`config.mk`:
```
export PLATFORM = sky130hd
export DESIGN_NAME = fw_tile_feeder
export DESIGN_NICKNAME = d
export VERILOG_FILES = /design/src/rtl/fw_tile_feeder.sv
export SDC_FILE = /design/constraint.sdc
export NUM_CORES = 2
export LEC_CHECK = 0
export CAP_MARGIN = 20
export CORE_MARGIN = 10
export CORE_UTILIZATION = 56
export CTS_CLUSTER_DIAMETER = 120
export DETAILED_ROUTE_END_ITERATION = 6
export MAX_ROUTING_LAYER = met4
export PLACE_DENSITY = 0.72
export SLEW_MARGIN = 10
export SYNTH_ARGS = -nofsm -noshare
export SYNTH_HDL_FRONTEND = slang
export SYNTH_SLANG_ARGS = --single-unit
```
`constraint.sdc`:
```
create_clock -name clk -period 2.4 [get_ports clk]
set_input_delay 0.6 -clock clk [delete_from_list [all_inputs] [get_ports clk]]
set_output_delay 0.6 -clock clk [all_outputs]
set_load 0.02 [all_outputs]
```
`src/rtl/fw_tile_feeder.sv`:
```
// fw_tile_feeder: ping-pong N x N tile buffer in front of the fw core.
// Tiles load one element per handshake and stream out as LANES-wide beats.
module fw_tile_feeder #(
  parameter int N     = 8,
  parameter int W     = 16,
  parameter int LANES = 4
) (
  input  logic               clk,
  input  logic               reset,
  input  logic [W-1:0]       ld_data,
  input  logic               ld_valid,
  output logic               ld_ready,
  input  logic [1:0]         ld_phase,
  output logic [W*LANES-1:0] inD,
  output logic               in_valid,
  output logic [1:0]         phase,
  input  logic               inhibit,
  output logic               tile_done,
  output logic               busy
);

  localparam int NE = N * N;
  localparam int NB = NE / LANES;
  localparam int CW = $clog2(NE);
  localparam int BW = $clog2(NB);

  typedef enum logic [1:0] {
    EMPTY,
    FILLING,
    FULL,
    DRAINING
  } bank_t;

  bank_t              st     [2];
  bank_t              st_nxt [2];
  logic [W-1:0]       mem    [2][NE];
  logic [1:0]         ptag   [2];
  logic               wr_bank;
  logic               rd_bank;
  logic               pending;
  logic [CW-1:0]      ld_cnt;
  logic [BW-1:0]      beat;

  logic               acc;
  logic               last_el;
  logic               last_beat;
  logic               load_beat;
  logic               rd_sel;
  logic [BW-1:0]      beat_sel;
  logic [W*LANES-1:0] beat_d;

  assign ld_ready  = (st[wr_bank] == EMPTY) ||
                     (st[wr_bank] == FILLING);
  assign acc       = ld_valid && ld_ready;
  assign last_el   = ld_cnt == CW'(NE - 1);
  assign in_valid  = pending && !inhibit;
  assign last_beat = beat == BW'(NB - 1);
  assign tile_done = in_valid && last_beat;
  assign busy      = (st[0] != EMPTY) ||
                     (st[1] != EMPTY) || pending;

  // Load and stream sides never touch the same bank in one cycle:
  // loading owns EMPTY/FILLING, streaming owns FULL/DRAINING.
  always_comb begin
    st_nxt    = st;
    load_beat = 1'b0;
    rd_sel    = rd_bank;
    beat_sel  = '0;
    if (acc) begin
      if (last_el) st_nxt[wr_bank] = FULL;
      else         st_nxt[wr_bank] = FILLING;
    end
    unique case (1'b1)
      (in_valid && !last_beat): begin
        load_beat = 1'b1;
        beat_sel  = beat + 1'b1;
      end
      tile_done: begin
        st_nxt[rd_bank] = EMPTY;
        rd_sel          = ~rd_bank;
        if (st[~rd_bank] == FULL) begin
          load_beat        = 1'b1;
          st_nxt[~rd_bank] = DRAINING;
        end
      end
      (!pending && st[rd_bank] == FULL): begin
        load_beat       = 1'b1;
        st_nxt[rd_bank] = DRAINING;
      end
      default: ;
    endcase
  end

  always_comb begin
    beat_d = '0;
    for (int i = 0; i < LANES; i++)
      beat_d[W*i +: W] =
        mem[rd_sel][CW'(int'(beat_sel) * LANES + i)];
  end

  always_ff @(posedge clk) begin
    if (acc) mem[wr_bank][ld_cnt] <= ld_data;
  end

  always_ff @(posedge clk or negedge reset) begin
    if (!reset) begin
      st[0]   <= EMPTY;
      st[1]   <= EMPTY;
      ptag[0] <= '0;
      ptag[1] <= '0;
      wr_bank <= 1'b0;
      rd_bank <= 1'b0;
      pending <= 1'b0;
      ld_cnt  <= '0;
      beat    <= '0;
      inD     <= '0;
      phase   <= '0;
    end else begin
      st      <= st_nxt;
      rd_bank <= rd_sel;
      if (acc) begin
        ld_cnt <= last_el ? '0 : ld_cnt + 1'b1;
        if (last_el) wr_bank <= ~wr_bank;
        if (ld_cnt == '0) ptag[wr_bank] <= ld_phase;
      end
      if (load_beat) begin
        pending <= 1'b1;
        beat    <= beat_sel;
        inD     <= beat_d;
        phase   <= ptag[rd_sel];
      end else if (tile_done) begin
        pending <= 1'b0;
      end
    end
  end

endmodule

```
==> summary.md <==
| Metric | Value |
|---|---|
| Fin. Hold Viols | `0` |
| Worst slew margin | `~43%` |
| Nature of the critical path endpoint | `register` |
| Die Width | `around 400 um` |
| Setup TNS | `-11.61 ns` |
| Max cap viols | `0` |
| PD cells | `about 860 nW/um^2` |
| Total power | `between 90 and 100 mW` |
| Drt total wl | `249,000 um` |
| DP Cell Count | `~7.3k` |
| Worst r2r path cells | `11` |
| Worst endpoint required time | `between 3 and 4 ns` |
| Final #Nets | `between 5k and 6k` |
| Die Ht | `between 400 and 500 um` |
| Synth top area share | `72.6%` |
| Seq/Total Area, Yosys | `about three quarters` |
| RePlAce Congestion | `0.914` |
| VDD IR max | `0.811 mV` |
| Worst slew pin tran | `around 0.86 ns` |
| RSZ-0062 raised after global routing | `true` |
| Number of global-route vias before repair | `a little over 50k` |
| DP Worst Slack | `-1.23 ns` |
| Fillcell total | `8,899` |
| Initial Util | `56.4%` |
| R2R Path End | `inD[37]` |
| Synth warn | `0` |
| Number of DRC markers in iteration 0 | `about 7.6k` |
| Synthesis-to-layout area growth | `24.8%` |
| Core Util, Final | `a little over two thirds` |
| Critical path arrival | `3.53 ns` |
| CTS H-tree lvls | `4` |
| Rows | `between 100 and 150` |
| Final ANT Viol Nets | `0` |
| DR pass1 iterations | `6` |
| Synth area leader | `edfxtp_1` |
| Critical path peak fanout | `13` |
| Commonest non-fill, non-tap cell in the layout | `edfxtp_1` |
| Largest cells by area after synthesis | `edfxtp_1 (73%), mux2i_1 (8.3%), a221oi_1 (4.5%)` |
| CP Class | `register to register` |
| Number of synthesized flops with an enable pin | `about 2k` |
| Final period util | `115%` |
| FF+latch count, synth | `roughly 2.1k` |
| Ratio of cells with drive above 1 in the final layout | `between 20% and 30%` |
| Min cycle time layout | `about 2.8 ns` |
| Leakage power | `around 33 nW` |
| Routed WL per cell | `roughly 32 um` |
| Top-level I/O count | `92` |
| CTS tree | `done` |
| Total congestion overflow | `0` |
| Via count | `around 53k` |
| Worst Hold Class | `input port to register` |
| Distinct cell type count of the synthesized netlist | `65` |
| Startpoint types | `register` |
| Final setup viols | `67` |
| Syn Nets | `4,986` |
| Final hold slack | `~0.16 ns` |
| Crit. Startpoint | `beat[0]` |
| CP endpoint | `inD[37]` |
| R2r setup slk | `-0.37 ns` |
| Synth Cell Area | `between 80,000 and 90,000 um^2` |
| CORE AREA | `150,000 um^2` |
| First-pass GRT wire length | `approximately 350,000 um` |
| Most frequent cells in the layout | `edfxtp_1 (2,048), mux2i_1 (695), buf_4 (415)` |
| Final WS setup | `-0.370 ns` |
| Most used flip-flop cell after synthesis | `edfxtp_1` |
| Initial antenna violation count | `10` |
| Final Cell Area | `~110,000 um^2` |
| Final non-filler cell total | `~8k` |
| CTS Buffer Depth | `3` |
| Final clock skew | `0.0262 ns` |
| Avg Cell Area, Syn | `17.1 um^2` |
| Ys async rst share | `under 10%` |
| Failing checks | `negative setup slack` |
| CTS sink count | `approximately 2.1k` |
| Via density | `a little under 7` |
| Port Buf Inserts | `about 90` |
| Worst-Skew Late Latency | `between 0.8 and 0.9 ns` |
| Pins over their slew limit | `0` |
| Post-Synthesis Cells | `between 4k and 5k` |
| Clock-pin slew on the worst setup and hold paths | `around 0.060 ns` |
| Largest net degree at the start of global routing | `about 130` |
| Max frequency | `approximately 360 MHz` |
| Die area | `roughly 170,000 um^2` |
| Root Buffer | `clkbuf_16` |
| Drt drc | `0` |
| Num CTS Buffers | `just over 200` |
| Total track usage | `between 20% and 30%` |
| Worst reg2reg startpoint | `beat[0]` |
| DP HPWL | `between 100,000 and 150,000 um` |
| Status | `finished, violations left` |
| Cell Area, Placed | `approximately 95,000 um^2` |
## cell usage after synthesis (67+ instances only)
cell type	n
nor2_1	147
edfxtp_1	2048
a221oi_1	433
o221a_2	122
a21oi_1	67
mux2i_1	698
clkbuf_1	156
mux2_2	71
buf_2	168
dfrtp_1	87
o21ai_0	243
nand2_1	286
## power by group
group	internal, mW	switching (mW)	leakage [nW]
Clock	18.2	13.8	3.31
Combinational	6.16	9.43	10.5
Sequential	42.0	1.20	19.5
## critical path, cell delays in order (launching register included)
cell and delay [ns]:
dfrtp_1 0.42, buf_6 0.14, buf_6 0.13, nor3b_4 0.27
buf_6 0.17, nand2_8 0.11, buf_16 0.20, buf_4 0.18
o21ai_0 0.24, a221oi_2 0.07, o31ai_1 0.57, nand4b_1 0.19
## area by class of cell
class                   instances  area [um^2]  share of cell area, %
repair buffers                838        10800                   10.2
well taps                    2016         2520                   2.39
clock inverters               102          973                  0.921
clock buffers                 281         5720                   5.41
multi-input cells            2456        22000                   20.8
flip-flops and latches       2135        63700                   60.3
diodes                          7         17.5                 0.0166
inverters                       5         23.8                 0.0225
## layer usage
metal  global-route usage, %  vias to the layer above  share of wire [%]
met5                       -                        -                  0
met4                    10.3                        0                4.0
met3                    5.78                      657                 12
met2                    44.7                     3795                 47
met1                    38.6                    26868                 37
li1                        -                    21850                  -
## flip-flops by register name (all words and copies together), names as in the netlist
register and cells:
beat 4, inD 64, ld_cnt 6, mem 2048, pending 1, phase 2
ptag 4, rd_bank 1, st 4, wr_bank 1
## cells by family (layout without fill, tap and decap cells)
| family | count (synthesis) | after routing | synth area share, % |
|---|---|---|---|
| other cells | 0 | 7 | 0 |
| mux | 769 | 769 | 9.20 |
| compound gates | 1125 | 1126 | 10.4 |
| simple gates | 551 | 552 | 3.00 |
| xor+xnor | 6 | 6 | 0.0621 |
| fa+ha+maj | 3 | 3 | 0.0443 |
| flops | 2135 | 2135 | 75.2 |
| buf+inv | 372 | 1226 | 2.05 |
## worst min-delay path by stage
stage                            from           to  slack [ns]  cells after the start
after floorplan                 reset      beat[0]        0.30                      0
after global placement       phase[0]     phase[0]        0.46                      2
after detailed placement     phase[0]     phase[0]        0.47                      2
after CTS                 ld_data[11]  mem[0][747]        0.11                      1
after global routing      ld_data[11]  mem[0][619]        0.13                      1
final                     ld_data[11]  mem[0][747]        0.16                      1
## repair_timing
action	4_1_cts	5_1_grt
hold buffers	2	0
hold endpoints to repair	17	0
resized for setup	320	275
pin swaps	22	53
setup endpoints to repair	134	741
gates cloned	13	22
setup buffers	45	27
Note: power is estimated with default switching activity, not from simulation.
